**src/rtl/ic_ddr_unpacker_pkg.sv**
```systemverilog
// ic_ddr_unpacker_pkg
//   Shared widths and state encodings for the DDR-to-input-cache unpacker.
//   DATA_WIDTH / DDR_WIDTH carry the same values as the legacy
//   Data_width / DDR_width defines.
package ic_ddr_unpacker_pkg;

    localparam int unsigned DATA_WIDTH = 8;
    localparam int unsigned DDR_WIDTH  = 128;
    localparam int unsigned WPB        = DDR_WIDTH / DATA_WIDTH;

    // One-hot state encoding, kept bit-compatible with the legacy localparams.
    typedef enum logic [1:0] {
        EMPTY  = 2'b01,
        STREAM = 2'b10
    } state_t;

endpackage

```
**src/rtl/ic_ddr_unpacker.sv**
```systemverilog
// ic_ddr_unpacker
//   Accepts DDR_WIDTH-bit words over a valid/ready handshake and serialises
//   them, little-endian, into a DATA_WIDTH-bit stream for the input cache
//   write port. The last element of every TILE_BYTES-element tile is marked
//   with wlast / tile_done.
//
// Ports
//   clk        : clock
//   rst        : asynchronous active-high reset
//   ddr_data   : DDR read word
//   ddr_valid  : ddr_data valid
//   ddr_ready  : word can be accepted this cycle (combinational)
//   wrdy       : input cache can take a write
//   din        : element to input cache (registered)
//   wr_en      : din valid (registered)
//   wlast      : din is the last element of a tile (registered)
//   tile_done  : one-cycle pulse with the wlast beat
//   busy       : holding register occupied or wr_en high
module ic_ddr_unpacker #(
    parameter int unsigned DATA_WIDTH = ic_ddr_unpacker_pkg::DATA_WIDTH,
    parameter int unsigned DDR_WIDTH  = ic_ddr_unpacker_pkg::DDR_WIDTH,
    parameter int unsigned TILE_BYTES = 64
) (
    input  logic                  clk,
    input  logic                  rst,
    input  logic [DDR_WIDTH-1:0]  ddr_data,
    input  logic                  ddr_valid,
    output logic                  ddr_ready,
    input  logic                  wrdy,
    output logic [DATA_WIDTH-1:0] din,
    output logic                  wr_en,
    output logic                  wlast,
    output logic                  tile_done,
    output logic                  busy
);

    import ic_ddr_unpacker_pkg::*;

    localparam int unsigned ELEMS  = DDR_WIDTH / DATA_WIDTH;
    localparam int unsigned IDX_W  = (ELEMS > 1) ? $clog2(ELEMS) : 1;
    localparam int unsigned TCNT_W = (TILE_BYTES > 1) ? $clog2(TILE_BYTES) : 1;

    state_t                              state_q, state_d;
    logic [IDX_W-1:0]                    idx_q, idx_d;
    logic [TCNT_W-1:0]                   tcnt_q, tcnt_d;
    // Packed element view: hold_q[k] is ddr_data[k*DATA_WIDTH +: DATA_WIDTH].
    logic [ELEMS-1:0][DATA_WIDTH-1:0]    hold_q, hold_d;
    logic [DATA_WIDTH-1:0]               din_q, din_d;
    logic                                wr_en_q, wr_en_d;
    logic                                wlast_q, wlast_d;
    logic                                tile_done_q, tile_done_d;

    logic emit;
    logic last_elem;
    logic tile_last;
    logic accept;

    always_comb begin
        emit      = (state_q == STREAM) && wrdy;
        last_elem = (idx_q == IDX_W'(ELEMS - 1));
        tile_last = (tcnt_q == TCNT_W'(TILE_BYTES - 1));
        // Refill on the same edge the final element leaves: no bubble.
        ddr_ready = (state_q == EMPTY) || (emit && last_elem);
        accept    = ddr_valid && ddr_ready;

        state_d     = state_q;
        idx_d       = idx_q;
        tcnt_d      = tcnt_q;
        hold_d      = hold_q;
        din_d       = din_q;
        wr_en_d     = 1'b0;
        wlast_d     = 1'b0;
        tile_done_d = 1'b0;

        if (emit) begin
            din_d       = hold_q[idx_q];
            wr_en_d     = 1'b1;
            wlast_d     = tile_last;
            tile_done_d = tile_last;
            idx_d       = last_elem ? '0 : idx_q + 1'b1;
            tcnt_d      = tile_last ? '0 : tcnt_q + 1'b1;
            if (last_elem) begin
                state_d = EMPTY;
            end
        end

        // A load overrides the drain-to-EMPTY decision above.
        if (accept) begin
            hold_d  = ddr_data;
            idx_d   = '0;
            state_d = STREAM;
        end
    end

    always_ff @(posedge clk or posedge rst) begin
        if (rst) begin
            state_q     <= EMPTY;
            idx_q       <= '0;
            tcnt_q      <= '0;
            hold_q      <= '0;
            din_q       <= '0;
            wr_en_q     <= 1'b0;
            wlast_q     <= 1'b0;
            tile_done_q <= 1'b0;
        end else begin
            state_q     <= state_d;
            idx_q       <= idx_d;
            tcnt_q      <= tcnt_d;
            hold_q      <= hold_d;
            din_q       <= din_d;
            wr_en_q     <= wr_en_d;
            wlast_q     <= wlast_d;
            tile_done_q <= tile_done_d;
        end
    end

    assign din       = din_q;
    assign wr_en     = wr_en_q;
    assign wlast     = wlast_q;
    assign tile_done = tile_done_q;
    assign busy      = (state_q == STREAM) || wr_en_q;

endmodule

```
**config.mk**
```make
export PLATFORM = sky130hd
export DESIGN_NAME = ic_ddr_unpacker
export DESIGN_NICKNAME = d
export VERILOG_FILES = /design/src/rtl/ic_ddr_unpacker_pkg.sv /design/src/rtl/ic_ddr_unpacker.sv
export SDC_FILE = /design/constraint.sdc
export NUM_CORES = 1
export LEC_CHECK = 0
export ABC_AREA = 1
export BUFFER_PORTS_ARGS = -buffer_cell sky130_fd_sc_hd__buf_2
export CAP_MARGIN = 20
export CORE_MARGIN = 2
export CORE_UTILIZATION = 35
export CTS_CLUSTER_SIZE = 8
export DETAILED_ROUTE_END_ITERATION = 8
export GPL_ROUTABILITY_DRIVEN = 0
export MAX_ROUTING_LAYER = met4
export SLEW_MARGIN = 20
export SYNTH_ARGS = -nofsm -noshare
export SYNTH_HDL_FRONTEND = slang
export SYNTH_SLANG_ARGS = --single-unit
export TNS_END_PERCENT = 5
```
**constraint.sdc**
```tcl
create_clock -name clk -period 9.66 [get_ports clk]
set_clock_uncertainty 0.1 [all_clocks]
set_input_delay 1.932 -clock clk [delete_from_list [all_inputs] [get_ports clk]]
set_output_delay 1.932 -clock clk [all_outputs]
set_load 0.01 [all_outputs]
```
# Yosys cells after proc, flatten, opt, wreduce, memory -nomap -nowiden
# Cells that the tools add are included.
# classes
add_sub_neg	2
order_cmp	1
n_eq_ne	4
mux	11
reduce_logical	8
# op_table
cell	n
8-bit binary-select mux with 4-bit select	1
4-bit two-way mux	3
8-bit two-way mux	1
6-bit by 1-bit adder with 6-bit output, second input constant	1
6-bit equality test, second input constant	1
2-bit two-way mux	3
6-bit two-way mux	1
4-bit by 5-bit less-than comparator with 1-bit output, second input constant	1
4-bit by 1-bit adder with 4-bit output, second input constant	1
4-bit equality test, second input constant	1
2-bit nonzero test	2
1-bit logical AND	3
2-bit by 1-bit equality test with 1-bit output, second input constant	1
2-bit equality test, second input constant	1
1-bit logical OR	2
1-bit two-way mux	2
2-bit AND reduction	1
# totals
register_bits	150
inputBits	132
out_inout_bits	13
elab_cells	48

# Longest topological paths before layout
# Gate-level depths: netlist of run 1.
# depth
word_depth	7
mapped_depth	10
ltp_nobuf	9

# Worst setup path before layout of run 1
# OpenSTA, ideal clock, no wires.
# synth_timing
path_kind	input to output
start	input wrdy
end	output ddr_ready
arrival_ns	2.262
required_ns	7.628
path_slack_ns	5.366
cell_stages	2
path_buffers	0
cell_sequence	nand3_2 o21ai_2
# synth_via
elab_chain_cells	3
# synth_rtl
item	line_no	text
start, declared	ic_ddr_unpacker.sv:29	input logic wrdy,
1-bit logical AND	ic_ddr_unpacker.sv:59	emit = (state_q == STREAM) && wrdy;
1-bit logical AND	ic_ddr_unpacker.sv:63	ddr_ready = (state_q == EMPTY) || (emit && last_elem);
1-bit logical OR	ic_ddr_unpacker.sv:63	
end, declared	ic_ddr_unpacker.sv:28	output logic ddr_ready,
# Every way passes these cells.

# Worst setup path in the final report of run 1
# Ends and elaborated chain as after synthesis.

==> results_dict.tcl, run 1 <==
set metrics [dict create \
    worstSkewPairLatency_ps 410 \
    cts_buffers 17 \
    final_cell_mix "nand2_1 (597), dfrtp_1 (148), buf_2 (144)" \
    start_kind "input port" \
    synth_edf_count 0 \
    yosysUniqueCellTypes 27 \
    ctsRootBufferMaster "clkbuf_16" \
    cts_tree "yes" \
    ff_latch_area_sq_um 3760 \
    holdPathEnd "hold_q[98]" \
    r2r-start "idx_q[1]" \
    slew_viol_final 0 \
    status "finished, final reports clean" \
    yosys_warnings 0 \
    rsz0062_at_grt "false" \
    hold_path_startpoint "hold_q[98]" \
    drv_cap 0 \
    clk_pin_slew_ps 60 \
    wl_mm 19.6 \
    cts_hold_buf 0 \
    syn_area_per_cell_sq_um 7.46 \
    hold_slack_ps 376 \
    die_area_sq_um 21000 \
    r2r_cells 8 \
    vias_per_cell 4.61 \
    period_share_pct 50.3 \
    dp_hpwl_mm 12.9 \
    antenna_found_initial 0 \
    yosysSeqAreaShare_pct 54.0 \
    drt-pass1-iter-count 5 \
    grt.total_usage_pct 19.8 \
    numPortBuffers 144 \
    ys.flop_type "dfrtp_1" \
    die_w_um 145 \
    grt_start_max_net_pins 100 \
    min_period_ps 4860 \
    io_pins 145 \
    worst-r2r-setup-slack_ps 5990 \
    ys_ff_latch 150 \
    setup_tns_ps 0 \
    cp.arrival_ps 2830 \
    nets 1183 \
    multi_input_area_sq_um 2900 \
    area_growth_pct 20.3 \
    synthArstFlopShare_pct 100 \
    netlist_area_sq_um 6950 \
    critPathRequiredTime_ps 7630 \
    min_path_type "flop to flop" \
    core_sq_um 19500 \
    maxSlewHeadroom_pct 39.3 \
    crit_path_end_kind "primary output" \
    power_density_nw_per_um2 324 \
    fillers 2060 \
    rr_endpoint "hold_q[34]" \
    drt_iter0_drc 331 \
    setup_violations 0 \
    drive_gt1_share_pct 17.9 \
    hold_depth 2 \
    antenna_cells 0 \
    worst_pin_slew_ps 910 \
    critPathKind "input port to primary output" \
    wire_per_inst_um 14.8 \
    grt_pass1_vias 5961 \
    syn_inst 932 \
    cts.htree.levels 4 \
    fmax_ghz 0.206 \
    final_common_cell "nand2_1" \
    start_util_pct 35.7 \
    syn_nets 1066 \
    final_antenna_net_count 0 \
    final_util_pct 42.9 \
    grt_first_pass_wirelength_mm 31.9 \
    core.rowCount 51 \
    leakage_nw 4.63 \
    grt_overflow_total 0 \
    crit_path_max_fanout 17 \
    cts_max_path_buffers 2 \
    ctsResizeCount 0 \
    num_vias 6115 \
    clock_sinks 150 \
    postCtsSetupRepairBufs 0 \
    vdd_drop_max_v 0.000123 \
    hold_violations 0 \
    die_h_um 145 \
    drc 0 \
]
-- how the worst max path moves through the flow --
stage	depth (start not counted)	slack [ps]	end	start
floorplan	1	3590	din[0]	rst
global placement	4	4820	ddr_ready	wrdy
detailed placement	4	4790	ddr_ready	wrdy
CTS	4	4790	ddr_ready	wrdy
global route	4	4720	ddr_ready	wrdy
finish	4	4800	ddr_ready	wrdy
-- routing by layer --
metal  global-route usage (%)  part of all wire, %
met1                     27.0                   48
met2                     30.9                   47
met3                     4.50                  4.8
met4                     2.97                 0.48
met5                        -                    0
-- registers in the layout, summed over array words and instances (netlist names) --
signal / count
tile_done: 1
state_q: 2
idx_q: 4
tcnt_q: 6
wr_en: 1
hold_q: 128
din: 8
-- synth_stat cells (3+ instances only) --
master	n	area, sq um
buf_2	16	80.1
nor2_1	14	52.6
a21oi_1	18	90.1
clkbuf_1	13	48.8
buf_4	13	97.6
nand3_1	69	345
buf_1	9	33.8
dfrtp_1	149	3730
inv_1	7	26.3
nand2_1	598	2240
clkinv_1	3	11.3
xor2_1	3	26.3
-- area by class of cell --
cell class	count	area share, %
multi-input cells	719	34.7
clock inverters	11	1.23
inverters	12	0.629
flip-flops and latches	150	44.9
well taps	265	3.97
clock buffers	21	5.51
repair buffers	149	9.07
-- cells by family after synthesis --
family / Yosys count / share of synthesized area, %
flip-flops: 150 / 54.0
AO/OA/AOI/OAI: 24 / 1.87
buffers and inverters: 63 / 4.39
AND/OR/NAND/NOR: 688 / 38.7
adder cells (fa/ha/maj): 2 / 0.360
XOR/XNOR: 5 / 0.630
-- where the power goes --
| group | internal (mW) | total [mW] | switching, mW |
|---|---|---|---|
| registers | 0.938 | 1.12 | 0.184 |
| logic | 0.333 | 0.952 | 0.618 |
| clock network | 0.368 | 0.638 | 0.270 |
-- metrics by stage --
step           cells  cell area [sq um]  total power [mW]  setup WS [ps]
3_3_place_gp    1295               7790              2.07           4820
6_report        1327               8360              2.71           4800
2_1_floorplan    932               6950              1.77           3590
5_1_grt         1327               8360              2.94           4720
4_1_cts         1327               8360              2.74           4790
3_5_place_dp    1295               7790              2.09           4790
-- critical path, stage by stage --
cell and delay, ps:
buf_2 80, nand3_2 320, o21ai_2 320, buf_2 170
Power figures use the tool's default switching activity.
==> inputs of run 2 (changes only) <==
==> constraint.sdc (replaced) <==
create_clock -name clk -period 4 [get_ports clk]
set_clock_uncertainty 0.1 [all_clocks]
set_input_delay 0.8 -clock clk [delete_from_list [all_inputs] [get_ports clk]]
set_output_delay 0.8 -clock clk [all_outputs]
set_load 0.01 [all_outputs]
==> run 2 against run 1 <==
Compared with the run above:
- clock-buffer cell count unchanged
- cell count up 0.45%
- clock power rose to 2.6 times the previous value
- worst setup slack worse by 3700 ps
- non-clock buffer count up 6
- design area up 1.5%
- highest routed layer unchanged
- combinational power up 140%
- largest cell class unchanged
- utilization up 0.64 points
- critical endpoint unchanged
- global-route usage up 0.18 points
- critical path depth unchanged
- die area unchanged
- sequential share of layout area down 0.66 points
==> results_dict.tcl, run 2 (same netlist as run 1, synthesis figures left out) <==
set metrics [dict create \
    status "finished, final reports clean" \
    cts.htree.levels 4 \
    critPathKind "flop to primary output" \
    grt.total_usage_pct 19.9 \
    maxSlewHeadroom_pct 40.1 \
    dp.cells 1301 \
    wl_mm 19.9 \
    worst_pin_slew_ps 896 \
    drt-pass1-iter-count 6 \
    die_w_um 145 \
    power_density_nw_per_um2 791 \
    postCtsSetupRepairBufs 0 \
    io_pins 145 \
    start_kind "flop" \
    dp_hpwl_mm 13.6 \
    final_area_sq_um 8480 \
    grt_overflow_total 0 \
    final_antenna_net_count 0 \
    crit_path_end_kind "primary output" \
    start_util_pct 35.7 \
    die_h_um 145 \
    core_sq_um 19500 \
    critPathMaxStageDelay_ps 680 \
    worstSkewPairLatency_ps 430 \
    clock_sinks 150 \
    leakage_nw 4.69 \
    final_common_cell "nand2_1" \
    hold_violations 0 \
    critPathRequiredTime_ps 3100 \
    die_area_sq_um 21000 \
    cts_buffers 17 \
    core.rowCount 51 \
    antenna_cells 0 \
    grt_pass1_vias 5969 \
    slew_viol_final 0 \
    period_share_pct 71.6 \
    drt_iter0_drc 486 \
    vias_per_cell 4.61 \
    wire_per_inst_um 14.9 \
    ctsRootBufferMaster "clkbuf_16" \
    setup_tns_ps 0 \
    cts_tree "yes" \
    clk_pin_slew_ps 60 \
    drc 0 \
    drive_gt1_share_pct 18.4 \
    area_growth_pct 22.1 \
    largest_register_ff_count 128 \
    final_cell_mix "nand2_1 (597), dfrtp_1 (148), buf_2 (144)" \
    cp.arrival_ps 1960 \
    num_vias 6146 \
    setup_violations 0 \
    ctsResizeCount 0 \
    min_path_type "flop to flop" \
    cts_hold_buf 0 \
    final_util_pct 43.6 \
    antenna_found_initial 0 \
    rsz0062_at_grt "false" \
    critPathSlowestCell "dfrtp_2" \
    fmax_ghz 0.349 \
    drv_cap 0 \
    grt_first_pass_wirelength_mm 31.9 \
    numPortBuffers 144 \
    fin_cells 1333 \
    min_period_ps 2860 \
    vdd_drop_max_v 0.000352 \
    placed_area_sq_um 7860 \
    crit_chain "ha_1, nand3_1, o21ai_2, buf_2" \
    regMostFlops "hold_q" \
    cts_max_path_buffers 2 \
    crit_path_max_fanout 25 \
    grt_start_max_net_pins 86 \
    nets 1189 \
]
## run 2: cell types whose count changed in the layout (fill, tap and decap cells not counted)
cell        before  now
clkbuf_8         2    3
buf_12           0    2
buf_4            5    9
bufinv_16        1    3
clkbuf_1         2    1
clkinvlp_4       6    5
clkinv_4         2    1
## run 2: worst max-delay path, delay by kind of cell, from the launching register on
family | cells | cell delay [ps]
AOI/OAI and AO/OA | 1 | 250
adders and majority gates | 1 | 270
buffers and inverters | 1 | 180
DFF | 1 | 680
and+or+nand+nor | 1 | 160
## run 2: path summary, 6_finish.rpt
path | from | to | slack, ps | depth (start not counted)
worst max-delay path | idx_q[0] | ddr_ready | 1140 | 4
max in group asynchronous | rst | hold_q[113] | 2500 | 3
worst max register to register | idx_q[0] | hold_q[83] | 1260 | 8
worst min register to register | hold_q[119] | hold_q[119] | 380 | 2
worst min-delay path | hold_q[119] | hold_q[119] | 380 | 2
min in group asynchronous | rst | hold_q[27] | 450 | 2
## run 2: layout make-up
cell class / count / area [sq um]
Clock buffer: 21 / 470
Clock inverter: 11 / 148
Fill cell: 2043 / 11000
Inverter: 12 / 51.3
Multi-Input combinational cell: 719 / 2900
Sequential cell: 150 / 3760
Tap cell: 265 / 332
Timing Repair Buffer: 155 / 828
## run 2: routing by layer
metal | share of wire, % | vias up | GRT usage, %
li1 | - | 3109 | -
met1 | 46 | 2852 | 27.3
met2 | 46 | 177 | 30.6
met3 | 6.5 | 8 | 4.37
met4 | 0.68 | 0 | 4.21
met5 | 0 | - | -
## run 2: per-stage QoR
step / setup WS [ps] / power [mW] / hold slack [ps]
after global routing: 961 / 7.26 / 392
after detailed placement: 1090 / 5.07 / 365
final: 1140 / 6.71 / 378
after global placement: 1150 / 5.02 / 361
after floorplan: 1210 / 4.29 / 349
after CTS: 1090 / 6.78 / 382
## run 2: report_power, final
group	switching (mW)	total, mW	internal [mW]
Sequential	0.452	2.72	2.27
Clock	0.649	1.68	1.03
Combinational	1.49	2.31	0.822
